[config.mk]
export PLATFORM = sky130hd
export DESIGN_NAME = ppm_tx_ctrl
export DESIGN_NICKNAME = d
export VERILOG_FILES = /design/src/rtl/ppm_tx_ctrl_pkg.sv /design/src/rtl/ppm_tx_timer.sv /design/src/rtl/ppm_tx_ctrl.sv
export SDC_FILE = /design/constraint.sdc
export NUM_CORES = 1
export LEC_CHECK = 0
export BUFFER_PORTS_ARGS = -buffer_cell sky130_fd_sc_hd__buf_2
export CAP_MARGIN = 20
export CORE_UTILIZATION = 45
export DETAILED_ROUTE_END_ITERATION = 12
export PLACE_DENSITY = 0.64
export SLEW_MARGIN = 10
export SYNTH_ARGS = -nofsm -noshare
export SYNTH_HDL_FRONTEND = slang
export SYNTH_SLANG_ARGS = --single-unit
[constraint.sdc]
create_clock -name clk -period 2.1 [get_ports clk]
set_clock_uncertainty 0.15 [all_clocks]
set_input_delay 0.525 -clock clk [delete_from_list [all_inputs] [get_ports clk]]
set_output_delay 0.525 -clock clk [all_outputs]
set_load 0.05 [all_outputs]
[src/rtl/ppm_tx_ctrl_pkg.sv]
// Shared types and constants for the PPM frame sequencer.
// Optional preamble support is selected with the PPM_TX_PREAMBLE_EN macro.
package ppm_tx_ctrl_pkg;

    typedef enum logic [2:0] {
        ST_IDLE      = 3'd0,
        ST_PRE       = 3'd1,
        ST_LOAD      = 3'd2,
        ST_STROBE    = 3'd3,
        ST_WAIT_DONE = 3'd4,
        ST_FLUSH     = 3'd5,
        ST_GAP       = 3'd6
    } state_e;

    localparam logic [1:0] PPM_SYNC_A = 2'b00;
    localparam logic [1:0] PPM_SYNC_B = 2'b11;

    function automatic int max_int(input int a, input int b);
        return (a > b) ? a : b;
    endfunction

endpackage

[src/rtl/ppm_tx_timer.sv]
// Loadable up-counter with an expire flag; shared by done-timeout and inter-frame-gap counting.
module ppm_tx_timer #(
    parameter int TW = 11
) (
    input  logic          clk,
    input  logic          rst_n,
    input  logic          clr,
    input  logic          en,
    input  logic [TW-1:0] limit,
    output logic          expire
);

    logic [TW-1:0] count_r;

    // count register: clear has priority over increment
    always_ff @(posedge clk or negedge rst_n) begin
        if (!rst_n) begin
            count_r <= {TW{1'b0}};
        end else if (clr) begin
            count_r <= {TW{1'b0}};
        end else if (en) begin
            count_r <= count_r + {{(TW-1){1'b0}}, 1'b1};
        end else begin
            count_r <= count_r;
        end
    end

    assign expire = (count_r == limit);

endmodule

[src/rtl/ppm_tx_ctrl.sv]
// Byte-to-symbol frame sequencer in front of the 2-bit PPM modulator.
// Define PPM_TX_PREAMBLE_EN to prepend PREAMBLE_LEN alternating sync symbols to every frame.
module ppm_tx_ctrl
    import ppm_tx_ctrl_pkg::*;
#(
    parameter int PREAMBLE_LEN = 4,
    parameter int IFG_CYCLES   = 16,
    parameter int DONE_TIMEOUT = 1024
) (
    input  logic       clk,
    input  logic       rst_n,
    input  logic [7:0] s_data,
    input  logic       s_valid,
    input  logic       s_last,
    output logic       s_ready,
    output logic [1:0] ppm_code,
    output logic       ppm_strobe,
    input  logic       ppm_done,
    output logic       busy,
    output logic       frame_done,
    output logic       err_timeout,
    output logic       underrun
);

    localparam int TW = $clog2(max_int(DONE_TIMEOUT, IFG_CYCLES) + 1);
    localparam logic [TW-1:0] TO_LIM  = TW'(DONE_TIMEOUT - 1);
    localparam logic [TW-1:0] GAP_LIM = TW'(IFG_CYCLES - 1);

    state_e      state_r, state_s;
    logic [7:0]  sreg_r, sreg_s;
    logic [1:0]  sym_cnt_r, sym_cnt_s;
    logic        last_r, last_s;
    logic        load_first_r, load_first_s;
    logic [1:0]  ppm_code_r, ppm_code_s;
    logic        ppm_strobe_r, ppm_strobe_s;
    logic        s_ready_r, s_ready_s;
    logic        busy_r, busy_s;
    logic        frame_done_r, frame_done_s;
    logic        err_timeout_r, err_timeout_s;
    logic        underrun_r, underrun_s;
    logic        accept_s;
    logic        tmr_clr_s, tmr_en_s, tmr_exp_s;
    logic [TW-1:0] tmr_lim_s;

`ifdef PPM_TX_PREAMBLE_EN
    localparam int PW = $clog2(PREAMBLE_LEN + 1);
    logic [PW-1:0] pre_cnt_r, pre_cnt_s;
    logic          pre_wait_r, pre_wait_s;
`endif

    assign accept_s = s_valid & s_ready_r;

    ppm_tx_timer #(.TW(TW)) u_timer (
        .clk    (clk),
        .rst_n  (rst_n),
        .clr    (tmr_clr_s),
        .en     (tmr_en_s),
        .limit  (tmr_lim_s),
        .expire (tmr_exp_s)
    );

    // next-state, datapath and next-output decode (outputs are registered from these)
    always_comb begin
        state_s       = state_r;
        sreg_s        = sreg_r;
        sym_cnt_s     = sym_cnt_r;
        last_s        = last_r;
        load_first_s  = 1'b0;
        frame_done_s  = 1'b0;
        err_timeout_s = 1'b0;
        underrun_s    = 1'b0;
        tmr_clr_s     = 1'b1;
        tmr_en_s      = 1'b0;
        tmr_lim_s     = (state_r == ST_GAP) ? GAP_LIM : TO_LIM;
`ifdef PPM_TX_PREAMBLE_EN
        pre_cnt_s     = pre_cnt_r;
        pre_wait_s    = pre_wait_r;
`endif
        case (state_r)
            ST_IDLE: begin
                if (accept_s) begin
                    sreg_s    = s_data;
                    sym_cnt_s = 2'd0;
                    last_s    = s_last;
`ifdef PPM_TX_PREAMBLE_EN
                    state_s    = ST_PRE;
                    pre_cnt_s  = {PW{1'b0}};
                    pre_wait_s = 1'b0;
`else
                    state_s   = ST_STROBE;
`endif
                end else begin
                    state_s = ST_IDLE;
                end
            end
`ifdef PPM_TX_PREAMBLE_EN
            ST_PRE: begin
                if (!pre_wait_r) begin
                    pre_wait_s = 1'b1;
                end else if (ppm_done) begin
                    if (pre_cnt_r == PW'(PREAMBLE_LEN - 1)) begin
                        state_s = ST_STROBE;
                    end else begin
                        pre_cnt_s  = pre_cnt_r + {{(PW-1){1'b0}}, 1'b1};
                        pre_wait_s = 1'b0;
                    end
                end else if (tmr_exp_s) begin
                    err_timeout_s = 1'b1;
                    state_s       = last_r ? ST_GAP : ST_FLUSH;
                end else begin
                    tmr_clr_s = 1'b0;
                    tmr_en_s  = 1'b1;
                end
            end
`endif
            ST_STROBE: begin
                state_s = ST_WAIT_DONE;
            end
            ST_WAIT_DONE: begin
                // a done coinciding with expiry takes priority over the timeout
                if (ppm_done) begin
                    if (sym_cnt_r < 2'd3) begin
                        sreg_s    = {sreg_r[5:0], 2'b00};
                        sym_cnt_s = sym_cnt_r + 2'd1;
                        state_s   = ST_STROBE;
                    end else if (last_r) begin
                        frame_done_s = 1'b1;
                        state_s      = ST_GAP;
                    end else begin
                        load_first_s = 1'b1;
                        state_s      = ST_LOAD;
                    end
                end else if (tmr_exp_s) begin
                    err_timeout_s = 1'b1;
                    state_s       = last_r ? ST_GAP : ST_FLUSH;
                end else begin
                    tmr_clr_s = 1'b0;
                    tmr_en_s  = 1'b1;
                end
            end
            ST_LOAD: begin
                if (accept_s) begin
                    sreg_s    = s_data;
                    sym_cnt_s = 2'd0;
                    last_s    = s_last;
                    state_s   = ST_STROBE;
                end else if (load_first_r) begin
                    underrun_s = 1'b1;
                end else begin
                    state_s = ST_LOAD;
                end
            end
            ST_FLUSH: begin
                if (accept_s && s_last) begin
                    state_s = ST_GAP;
                end else begin
                    state_s = ST_FLUSH;
                end
            end
            ST_GAP: begin
                if (tmr_exp_s) begin
                    state_s = ST_IDLE;
                end else begin
                    tmr_clr_s = 1'b0;
                    tmr_en_s  = 1'b1;
                end
            end
            default: begin
                state_s = ST_IDLE;
            end
        endcase

        s_ready_s = (state_s == ST_IDLE) || (state_s == ST_LOAD) || (state_s == ST_FLUSH);
        busy_s    = (state_s != ST_IDLE);
`ifdef PPM_TX_PREAMBLE_EN
        ppm_strobe_s = (state_s == ST_STROBE) || ((state_s == ST_PRE) && !pre_wait_s);
        if (state_s == ST_STROBE) begin
            ppm_code_s = sreg_s[7:6];
        end else if ((state_s == ST_PRE) && !pre_wait_s) begin
            ppm_code_s = pre_cnt_s[0] ? PPM_SYNC_B : PPM_SYNC_A;
        end else if (state_s == ST_GAP) begin
            ppm_code_s = 2'b00;
        end else begin
            ppm_code_s = ppm_code_r;
        end
`else
        ppm_strobe_s = (state_s == ST_STROBE);
        if (state_s == ST_STROBE) begin
            ppm_code_s = sreg_s[7:6];
        end else if (state_s == ST_GAP) begin
            ppm_code_s = 2'b00;
        end else begin
            ppm_code_s = ppm_code_r;
        end
`endif
    end

    // state, datapath and registered outputs
    always_ff @(posedge clk or negedge rst_n) begin
        if (!rst_n) begin
            state_r       <= ST_IDLE;
            sreg_r        <= 8'h00;
            sym_cnt_r     <= 2'd0;
            last_r        <= 1'b0;
            load_first_r  <= 1'b0;
            ppm_code_r    <= 2'b00;
            ppm_strobe_r  <= 1'b0;
            s_ready_r     <= 1'b0;
            busy_r        <= 1'b0;
            frame_done_r  <= 1'b0;
            err_timeout_r <= 1'b0;
            underrun_r    <= 1'b0;
`ifdef PPM_TX_PREAMBLE_EN
            pre_cnt_r     <= {PW{1'b0}};
            pre_wait_r    <= 1'b0;
`endif
        end else begin
            state_r       <= state_s;
            sreg_r        <= sreg_s;
            sym_cnt_r     <= sym_cnt_s;
            last_r        <= last_s;
            load_first_r  <= load_first_s;
            ppm_code_r    <= ppm_code_s;
            ppm_strobe_r  <= ppm_strobe_s;
            s_ready_r     <= s_ready_s;
            busy_r        <= busy_s;
            frame_done_r  <= frame_done_s;
            err_timeout_r <= err_timeout_s;
            underrun_r    <= underrun_s;
`ifdef PPM_TX_PREAMBLE_EN
            pre_cnt_r     <= pre_cnt_s;
            pre_wait_r    <= pre_wait_s;
`endif
        end
    end

    assign s_ready     = s_ready_r;
    assign ppm_code    = ppm_code_r;
    assign ppm_strobe  = ppm_strobe_r;
    assign busy        = busy_r;
    assign frame_done  = frame_done_r;
    assign err_timeout = err_timeout_r;
    assign underrun    = underrun_r;

endmodule

======== After elaboration in Yosys (flattened, before gate mapping) ========
Cells that the tools add are included.
W data, S select, Z words.
storage, ports and cells
  flip-flop bits (word level) ............. 34
  logic and storage cells ................. 86
  input bits .............................. 13
  output and inout port bits .............. 8
cells by class
  mux-type cells .......................... 43
  order comparisons ....................... 1
  reductions and logical operators ........ 12
  equality and inequality tests ........... 13
  bitwise logic cells ..................... 1
  add/subtract/negate cells ............... 2
operators by type and width
  kind                     count
  $mux W8                  3
  $mux W11                 2
  $mux W3                  7
  $pmux W3 S6              1
  $mux W1                  17
  $mux W2                  8
  $pmux W8 S2              1
  $eq A3 B3 Y1 const B     5
  $eq A3 B2 Y1 const B     4
  $add A11 B1 Y11 const B  1
  $eq A11 B10 Y1           1
  $mux W10                 1
  $logic_not A3 Y1         2
  $reduce_bool A2 Y1       3
  $ne A2 B2 Y1 const B     2
  $pmux W1 S2              2
  $pmux W2 S2              1
  $reduce_and A4 Y1        1
  $reduce_bool A3 Y1       1
  $add A2 B1 Y2 const B    1
  $logic_or A1 B1 Y1       2
  $lt A2 B2 Y1 const B     1
  $ne A2 B1 Y1 const B     1
  $reduce_and A2 Y1        1
  other kinds (3)          3

======== Logic depth before layout (Yosys ltp) ========
Gate-level depths: netlist (run 1).
  depth after elaboration ................. 9
  mapped depth ............................ 7
  depth with buffers taken out ............ 6

======== By module ========
Synthesis (run 1) repeated with hierarchy kept, for this count alone.
second synthesis, totals
  cell total of the unflattened synthesis .. 177
  area, all modules ....................... 1751.7 µm²
modules (own cells, without submodules)
  module        cells an instance  area an instance (µm²)  times used
  ppm_tx_ctrl   108                1077.3                  1
  ppm_tx_timer  69                 674.4                   1

======== Worst setup path after synthesis (run 1) ========
No wires, ideal clock.
  kind .................................... reg2reg
  from .................................... reg u_timer.count_r[0]
  to ...................................... reg u_timer.count_r[4]
  data required time ...................... 1879 ps
  arrival time ............................ 1681 ps
  clock period less this slack ............ 1903 ps
  path slack .............................. 197 ps
  setup time .............................. 71 ps
  buffers on the path ..................... 1
  cell stages (with the launch flop) ...... 8
  path through ............................ dfrtp_1 > ha_1 > and4b_1 > and3b_1 > or3_1 > a21o_1 > buf_6 > nor2_1
between the ends
  cells in the longest elaborated chain, start to end .. 5
  elaborated cells on any way between the ends .. 11
  classes of those cells .................. add/sub (1); eq/ne (1); mux (8); reduce/logical (1)
ends and longest elaborated chain
  what                                                     line                text
  start, declared                                          ppm_tx_timer.sv:13  logic [TW-1:0] count_r;
  start signal, assigned                                   ppm_tx_timer.sv:18  count_r <= {TW{1'b0}};
  start signal, assigned                                   ppm_tx_timer.sv:20  count_r <= {TW{1'b0}};
  start signal, assigned                                   ppm_tx_timer.sv:22  count_r <= count_r + {{(TW-1){1'b0}}, 1'b1};
  branches (longest 5 deep; another with $add A11 B1 Y11)  --
Parallel ways; which one is timed is not known. The select of a mux whose other input is x is not followed.
A chain may end at the register's enable or synchronous reset.

======== Worst setup path after layout (run 1) ========
  from .................................... reg u_timer.count_r[0]
  to ...................................... reg u_timer.count_r[7]
The elaborated chain is that of the path after synthesis.

==> out/metrics.csv, run 1 <==
metric,value,unit
cell count after synthesis,150,
Max-Cap Viols,0,
Synth Cell Area,1499,µm²
number of H-tree levels,2,
Nets,188,
fin area,1738,µm²
leakage,0.8297,nW
RSZ-0062 raised after global routing,false,
antenna cells,0,
top-area cell type share of the netlist area,53.42,%
"wirelength, routed",2.780,mm
worst skew pair latency,0.33,ns
dominant synthesized flop cell,dfrtp_1,
met1 Resource Use GR,24.37,%
DIE HEIGHT,59.72,µm
DR DRC count,0,
number of synthesized flops with an enable pin,0,
Max Freq,0.4991,GHz
GR peak layer,met2,
Avg WL per Cell,12.75,µm
total number of vias,1130,
CTS max path bufs,2,
Hold Crit Class,input port to async pin,
critical path buffer and inverter count,0,
Startpoint Class,flip-flop,
hpwl dp,1.964,mm
CP max stage cell,dfrtp_1,
CP Max Fanout,11,
GRT met3 Usage,5.844,%
# rows,20,
post-synth top area cell,dfrtp_1,
pre-CTS WS,0.06453,ns
Setup-failing EPs final,0,
Max-slew headroom,53.68,%
Worst VDD drop,0.4800,mV
PD cells,1231,nW/µm²
"Reg clk slew, reported paths",0.10,ns
setup tns final,0,ns
I/O Pins,21,
fin crit share,95.41,%
worst setup path category,flip-flop to flip-flop,
CTS tree,built,
Placed Area,1635,µm²
Ys Warns,0,
First DRT Iteration DRCs,37,
fillers,313,
status,completed,
Root Driver,clkbuf_4,
initial antenna violation count,0,
worst setup margin,0.09648,ns
CP Data Arrival Time,2.11,ns
CP Data Required Time,2.21,ns
Slew Limit Fails,0,
fin crit period,2.004,ns
via density per instance,5.183,
sequential element share of the synthesized area,53.42,%
starting density of the core,48.31,%
CTS resizes,0,
cts-stage hold buffer count,0,
GRT Total Usage,18.70,%
Post-synth top cells,"dfrtp_1 (32), nand2_1 (23), nor2_1 (20), a22oi_1 (8)",
Num CTS Buffers,5,
die area,3566,µm²
Total Power,2.139,mW
Synth cell types,35,
Fin. Hold Viols,0,
worst-margin pin slew,0.6948,ns
grt met2 use,28.73,%
area grow syn2layout,15.94,%
Die Width,59.72,µm
global-route wire length before repair,4.788,mm
net count after synthesis,165,
Hold WS,0.07636,ns
cell breakdown of the critical path,"ha_1, and4b_1, and3b_1, or3_1, a21o_4, nor2_1",
"Largest stage delay, worst path",0.42,ns
Area contributors post-synth,"dfrtp_1 (53%), nand2_1 (5.8%), nor2_1 (5.0%), a22oi_1 (4.0%), xnor2_1 (2.9%)",
top-count cell post-synth,dfrtp_1,
largest net degree at the start of global routing,33,
Post CTS Setup Buffer Count,0,
Core Area,3103,µm²
PortBufs,20,
share of cells above drive strength 1,20.69,%
Detail Route Antenna Nets,0,
"CP delay by family, top",simple AND/OR/NAND/NOR gates,
Pre-Repair DR Iteration Count,4,
Synth Register Bits,32,
aggregate global routing overflow,0,
fraction of registers with async set/reset,100.0,%
GP Congestion,0.7750,
vias in the first global route,1045,
Critical Path End Type,flip-flop,
clock sinks,32,
"Avg Cell Area, Syn",9.993,µm²
## registers in the layout, summed over array words and instances (netlist names)
signal and flops:
ppm_code 2, load_first_r 1, underrun 1, sreg_r 6, ppm_strobe 1, s_ready 1, state_r 3, u_timer.count_r 11
err_timeout 1, frame_done 1, sym_cnt_r 2, last_r 1, busy 1
## report_power, final
| part | switching, mW | leakage [nW] | internal, mW |
|---|---|---|---|
| logic | 0.447 | 0.356 | 0.248 |
| registers | 0.150 | 0.422 | 0.771 |
| clock network | 0.207 | 0.0515 | 0.316 |
## through the flow
stage / util (%) / std cells
floorplan: - / 150
global placement: 52.70 / 210
detailed placement: 52.70 / 210
CTS: 55.77 / 218
global route: 56.01 / 218
finish: 56.01 / 218
## per-layer routing
metal / vias to the layer above / wire length, µm
met3: 6 / 126
met4: 0 / 49
met5: - / 0
met1: 542 / 1321
li1: 561 / -
met2: 21 / 1282
## kinds of logic after synthesis
logic type               share of synthesized area [%]
AND/OR/NAND/NOR                                  23.04
flip-flops                                       53.42
AO/OA/AOI/OAI                                    10.35
buffers and inverters                            4.257
XOR/XNOR                                         5.843
multiplexers                                     1.419
adder cells (fa/ha/maj)                          1.669
## placed cells by master, fill, tap and decap left out, drive strengths merged, types with 2 or more instances in the layout
master,count
dfrtp,32
and4bb,2
a22oi,8
xor2,5
xnor2,5
o21ai,5
and4,2
nand2,23
inv,6
nor2,20
o211ai,3
buf,23
nand2b,5
and3,2
clkbuf,7
ha,2
nand3,6
## final timing paths
path	slack [ns]	end	startpoint	cells after the start
max	0.1	u_timer.count_r[7]	u_timer.count_r[0]	6
min	0.08	u_timer.count_r[4]	rst_n	1
max reg2reg	0.1	u_timer.count_r[7]	u_timer.count_r[0]	6
min reg2reg	0.34	u_timer.count_r[0]	u_timer.count_r[0]	1
max in group asynchronous	1.27	underrun	rst_n	1
min in group clk	0.24	sreg_r[1]	s_data[1]	3
## final cells by class
| cell class | count | area (µm²) | share of cell area, % |
|---|---|---|---|
| clock buffers | 7 | 65.06 | 3.744 |
| inverters | 6 | 22.52 | 1.296 |
| well taps | 44 | 55.05 | 3.168 |
| flip-flops and latches | 32 | 800.8 | 46.08 |
| multi-input cells | 105 | 641.9 | 36.93 |
| repair buffers | 23 | 122.6 | 7.055 |
| clock inverters | 1 | 30.03 | 1.728 |
Power figures use the tool's default switching activity.
==> run 2, diff against run 1 <==
- ABC_AREA: default -> 1
==> run 2 against run 1 <==
- die area rose by 5.8%
- via count rose by 4.8%
- clock power is 1% higher
- critical path depth up 6
- worst setup slack better by 0.15 ns
- power increased by 6.4%
- area after synthesis rose by 6.0%
- routed wire length grew 0.86%
- cell area up 5.3%
- synthesized cell count up 13%
- largest power group is now combinational logic
==> out/metrics.csv, run 2 <==
metric,value,unit,change
Setup-failing EPs final,0,,unchanged
fraction of registers with async set/reset,100.0,%,unchanged
Critical Path End Type,flip-flop,,
sequential element share of the synthesized area,50.39,%,-3.0 points
Flop pwr share,38.3,%,-4.8 points
GP Congestion,0.8256,,+6.5%
DR DRC count,0,,unchanged
die area,3773,µm²,+5.8%
initial antenna violation count,0,,unchanged
Core Area,3363,µm²,+8.4%
Critical Path End,ppm_code[1],,
Internal,1.376,mW,+3.1%
Worst VDD drop,0.5965,mV,+24%
"Avg Cell Area, Syn",9.403,µm²,-5.9%
combinational share of power,38.4,%,+5.9 points
share of cells above drive strength 1,30.46,%,+9.8 points
Fin. Hold Viols,0,,unchanged
largest registers,"u_timer.count_r x11, sreg_r x6, state_r x3",,
Avg WL per Cell,11.54,µm,-9.5%
antenna cells,0,,unchanged
Sw Pwr,0.8995,mW,+12%
"setup slack, reg-to-reg",0.24,ns,+0.15 ns
Max Freq,0.5389,GHz,+8.0%
Pre-Repair DR Iteration Count,4,,unchanged
Hold Crit Class,input port to async pin,,
reg2reg path depth,12,,+6
starting density of the core,47.25,%,-1.1 points
"wirelength, routed",2.804,mm,+0.86%
fin area,1831,µm²,+5.3%
RSZ-0062 raised after global routing,false,,
Nets,211,,+12%
Synth Register Bits,32,,unchanged
aggregate global routing overflow,0,,unchanged
worst skew pair latency,0.34,ns,about the same
number of H-tree levels,2,,unchanged
status,completed,,
met1 Resource Use GR,22.61,%,-1.8 points
Synth Cell Area,1589,µm²,+6.0%
leakage,0.8753,nW,+5.5%
dominant synthesized flop cell,dfrtp_1,,
area grow syn2layout,15.20,%,
largest net degree at the start of global routing,33,,unchanged
grt met2 use,26.40,%,-2.3 points
Largest Register,u_timer.count_r,,
First DRT Iteration DRCs,42,,+14%
CTS max path bufs,2,,unchanged
total number of vias,1184,,+4.8%
RR Endpoint,ppm_code[1],,
Detail Route Antenna Nets,0,,unchanged
Num CTS Buffers,5,,unchanged
worst-margin pin slew,0.6907,ns,-0.004114 ns
PortBufs,20,,unchanged
Die Width,61.43,µm,+2.9%
"commonest cells after routing, fill and taps aside","dfrtp_1 (32), nand2_1 (26), buf_2 (20), nor2_1 (19), inv_1 (17)",,
via density per instance,4.872,,-6.0%
worst setup path category,flip-flop to flip-flop,,
CTS tree,built,,
clock sinks,32,,unchanged
Ys Warns,0,,unchanged
CP Data Arrival Time,1.93,ns,-0.18 ns
clock power share,23.2,%,-1.2 points
Startpoint Class,flip-flop,,
PD cells,1243,nW/µm²,+1.0%
Max-slew headroom,53.95,%,+0.27 points
post-synth top area cell,dfrtp_1,,
Post-synth top cells,"dfrtp_1 (32), nand2_1 (26), nor2_1 (19), inv_1 (17), nand3_1 (8)",,
Synth cell types,31,,-11%
cts-stage hold buffer count,0,,unchanged
Placed Area,1735,µm²,+6.1%
RR Startpoint,u_timer.count_r[0],,
Root Driver,clkbuf_4,,
Post CTS Setup Buffer Count,0,,unchanged
GRT met3 Usage,4.412,%,-1.4 points
top-count cell post-synth,dfrtp_1,,
Slew Limit Fails,0,,unchanged
CP Data Required Time,2.18,ns,-0.03 ns
fin crit period,1.856,ns,-0.1478 ns
GRT Total Usage,17.46,%,-1.2 points
worst setup path start,u_timer.count_r[0],,
DIE HEIGHT,61.43,µm,+2.9%
"Reg clk slew, reported paths",0.10,ns,about the same
CP Max Fanout,5,,-6
vias in the first global route,1036,,-0.86%
GR peak layer,met2,,
top-area cell type share of the netlist area,50.39,%,-3.0 points
Area contributors post-synth,"dfrtp_1 (50%), nand2_1 (6.1%), nor2_1 (4.5%), inv_1 (4.0%), nor2_4 (2.8%)",,
hpwl dp,2.087,mm,+6.2%
I/O Pins,21,,unchanged
CTS resizes,0,,unchanged
max FFs per register,11,,unchanged
number of synthesized flops with an enable pin,0,,unchanged
net count after synthesis,184,,+12%
"commonest non-fill, non-tap cell in the layout",dfrtp_1,,
# rows,21,,+5.0%
Sw Share,39.53,%,+1.9 points
fin crit share,88.37,%,-7.0 points
Max-Cap Viols,0,,unchanged
global-route wire length before repair,4.623,mm,-3.4%
cell count after synthesis,169,,+13%
setup tns final,0,ns,unchanged
[run 2: changes by cell type after synthesis, sizes merged, moves of 4 or more]
| cell | before | now |
|---|---|---|
| inv | 6 | 24 |
| nand2 | 23 | 32 |
| nor2 | 20 | 27 |
| nand2b | 5 | 0 |
| buf | 7 | 3 |
| nand3 | 6 | 10 |
| nor3 | 1 | 5 |
[run 2: critical path, cell delays in order, from the launching register on]
cell	delay, ns
dfrtp_1	0.38
ha_1	0.19
nand2_1	0.07
inv_2	0.07
nand2_2	0.08
nor2_2	0.18
nand4_1	0.12
nand2_1	0.10
nor2_2	0.06
nor2_4	0.13
nand3_2	0.08
nand3_1	0.08
nand2_1	0.05
[run 2: routing by layer]
metal / wire (µm) / part of all wire [%] / up-vias
met5: 0 / 0 / -
met4: 79 / 2.8 / 0
met3: 105 / 3.7 / 7
met2: 1257 / 45 / 24
met1: 1361 / 49 / 556
li1: - / - / 597
[run 2: through the flow]
stage / util [%] / hold slack (ns) / std cells / power, mW / setup slack (ns)
final: 54.43 / 0.06261 / 243 / 2.275 / 0.2443
after global routing: 54.43 / 0.1065 / 243 / 2.422 / 0.04693
after CTS: 54.43 / 0.08215 / 243 / 2.299 / 0.2212
after detailed placement: 51.60 / 0.3088 / 235 / 1.761 / 0.2068
after global placement: 51.60 / 0.2942 / 235 / 1.739 / 0.2402
after floorplan: - / 0.07941 / 169 / 1.585 / 0.2574
[run 2: power by group through the flow]
stage	sequential, mW	combinational, mW	clock [mW]
6_report	0.872	0.875	0.528
2_1_floorplan	1.01	0.570	0
3_5_place_dp	0.882	0.879	0
3_3_place_gp	0.873	0.866	0
4_1_cts	0.871	0.883	0.545
5_1_grt	0.893	0.963	0.566
[run 2: cells by family after synthesis]
group                    count (synthesis)  synth area share (%)
XOR/XNOR                                 6                 3.308
flip-flops                              32                 50.39
buffers and inverters                   27                 7.795
adder cells (fa/ha/maj)                  2                 1.575
AO/OA/AOI/OAI                           22                 10.63
AND/OR/NAND/NOR                         80                 26.30
[run 2: cell type report]
cell class | instances | area [µm²]
fillers | 339 | 1533
flip-flops and latches | 32 | 800.8
multi-input cells | 110 | 664.4
repair buffers | 23 | 122.6
inverters | 24 | 90.09
clock buffers | 7 | 65.06
well taps | 46 | 57.56
clock inverters | 1 | 30.03
[run 2: worst min-delay path by stage]
| stage | end | slack [ns] | cells past startpoint |
|---|---|---|---|
| after floorplan | busy | 0.08 | 0 |
| after global placement | u_timer.count_r[0] | 0.29 | 1 |
| after detailed placement | u_timer.count_r[0] | 0.31 | 1 |
| after CTS | u_timer.count_r[9] | 0.08 | 1 |
| after global routing | u_timer.count_r[9] | 0.11 | 1 |
| final | u_timer.count_r[9] | 0.06 | 1 |
==> run 3, diff against run 2 <==
- clock period: 2.1 -> 2.05 ns (I/O delays scaled with it)
==> run 3 against run 2 <==
- via count is 0.17% lower
- first-iteration DRC count increased by 21%
- clock power up 2%
- routed wire length rose by 1.6%
- worst setup slack worse by 0.045 ns
- non-clock buffer count is the same
- sequential power increased by 2%
- critical path depth unchanged
- largest cell class unchanged
- largest power group unchanged
==> out/metrics.csv, run 3 (synthesized netlist as in run 2, its figures left out) <==
metric,value,unit,change
Fin. Hold Viols,0,,unchanged
largest net degree at the start of global routing,33,,unchanged
critical path buffer and inverter count,1,,unchanged
die area,3773,µm²,unchanged
Root Driver,clkbuf_4,,
"commonest non-fill, non-tap cell in the layout",dfrtp_1,,
cts-stage hold buffer count,0,,unchanged
PD cells,1272,nW/µm²,+2.3%
DIE HEIGHT,61.43,µm,unchanged
cell breakdown of the critical path,"ha_1, nand2_1, inv_2, nand2_2, nor2_2, nand4_1, nand2_1, nor2_2, nor2_4, nand3_2, nand3_1, nand2_1",,
Startpoint Class,flip-flop,,
RSZ-0062 raised after global routing,false,,
Slew Limit Fails,0,,unchanged
"setup slack, reg-to-reg",0.20,ns,-0.04 ns
Max-Cap Viols,0,,unchanged
"wirelength, routed",2.850,mm,+1.6%
GRT Total Usage,18.32,%,+0.87 points
I/O Pins,21,,unchanged
Worst VDD drop,0.6960,mV,+17%
area grow syn2layout,15.20,%,unchanged
Max Freq,0.5404,GHz,+0.29%
worst setup path category,flip-flop to flip-flop,,
Nets,211,,unchanged
Avg WL per Cell,11.73,µm,+1.6%
max FFs per register,11,,unchanged
via density per instance,4.864,,-0.17%
pre-CTS WS,0.1736,ns,-0.03316 ns
setup tns final,0,ns,unchanged
First DRT Iteration DRCs,51,,+21%
fin crit share,90.26,%,+1.9 points
total number of vias,1182,,-0.17%
clock sinks,32,,unchanged
Setup-failing EPs final,0,,unchanged
CTS resizes,0,,unchanged
"Largest stage delay, worst path",0.38,ns,about the same
Hold Crit Class,input port to async pin,,
cell mode on critical path,nand2_1,,
CP max stage cell,dfrtp_1,,
number of H-tree levels,2,,unchanged
DR DRC count,0,,unchanged
largest registers,"u_timer.count_r x11, sreg_r x6, state_r x3",,
Core Area,3363,µm²,unchanged
GP Congestion,0.8179,,-0.93%
# rows,21,,unchanged
starting density of the core,47.25,%,unchanged
Largest Register,u_timer.count_r,,
CP Data Required Time,2.13,ns,-0.05 ns
Hold WS,0.06747,ns,+0.004853 ns
status,completed,,
aggregate global routing overflow,0,,unchanged
worst setup margin,0.1996,ns,-0.04466 ns
Post CTS Setup Buffer Count,0,,unchanged
vias in the first global route,1065,,+2.8%
PortBufs,20,,unchanged
CP Data Arrival Time,1.93,ns,about the same
hpwl dp,2.132,mm,+2.2%
"commonest cells after routing, fill and taps aside","dfrtp_1 (32), nand2_1 (26), buf_2 (20), nor2_1 (19), inv_1 (17)",,
Max-slew headroom,52.71,%,-1.2 points
CTS tree,built,,
Detail Route Antenna Nets,0,,unchanged
CTS max path bufs,2,,unchanged
antenna cells,0,,unchanged
Die Width,61.43,µm,unchanged
global-route wire length before repair,4.788,mm,+3.6%
CP Max Fanout,5,,unchanged
leakage,0.8753,nW,unchanged
Num CTS Buffers,5,,unchanged
fillers,344,,+1.5%
"CP delay by family, top",simple AND/OR/NAND/NOR gates,,
share of cells above drive strength 1,30.46,%,unchanged
"Reg clk slew, reported paths",0.10,ns,about the same
worst skew pair latency,0.33,ns,about the same
fin crit period,1.850,ns,-0.005342 ns
Pre-Repair DR Iteration Count,4,,unchanged
Critical Path End Type,flip-flop,,
initial antenna violation count,0,,unchanged
worst-margin pin slew,0.7093,ns,+0.01859 ns
-- run 3: path summary, 6_finish.rpt --
kind | startpoint | cells after the start | endpoint
max | u_timer.count_r[0] | 12 | ppm_code[1]
min | rst_n | 1 | u_timer.count_r[7]
max reg2reg | u_timer.count_r[0] | 12 | ppm_code[1]
min reg2reg | u_timer.count_r[0] | 1 | u_timer.count_r[0]
max in group asynchronous | rst_n | 1 | ppm_code[1]
min in group clk | ppm_done | 2 | err_timeout
-- run 3: power by group --
part           leakage, nW  total [mW]  switching (mW)  internal [mW]
clock               0.0515       0.537           0.214          0.324
sequential           0.421       0.890          0.0989          0.791
combinational        0.403       0.901           0.606          0.294
-- run 3: metal layers --
layer  GRT usage [%]  routed length [µm]  vias to the layer above
met4           7.619                  54                        0
met3           6.933                 113                        5
met2           26.86                1310                       26
met1           24.43                1372                      551
met5               0                   0                        -
li1                -                   -                      600
-- run 3: per-stage QoR --
| step | instance area, µm² | power (mW) | instances | utilization, % |
|---|---|---|---|---|
| 4_1_cts | 1831 | 2.356 | 243 | 54.43 |
| 6_report | 1831 | 2.328 | 243 | 54.43 |
| 5_1_grt | 1831 | 2.495 | 243 | 54.43 |
| 2_1_floorplan | 1589 | 1.623 | 169 | - |
| 3_3_place_gp | 1735 | 1.781 | 235 | 51.60 |
| 3_5_place_dp | 1735 | 1.811 | 235 | 51.60 |
-- run 3: layout make-up --
| type | instances | area [µm²] | area share [%] |
|---|---|---|---|
| well taps | 46 | 57.56 | 3.144 |
| clock inverters | 1 | 30.03 | 1.640 |
| repair buffers | 23 | 122.6 | 6.699 |
| clock buffers | 7 | 65.06 | 3.554 |
| inverters | 24 | 90.09 | 4.921 |
| flip-flops and latches | 32 | 800.8 | 43.75 |
| multi-input cells | 110 | 664.4 | 36.30 |
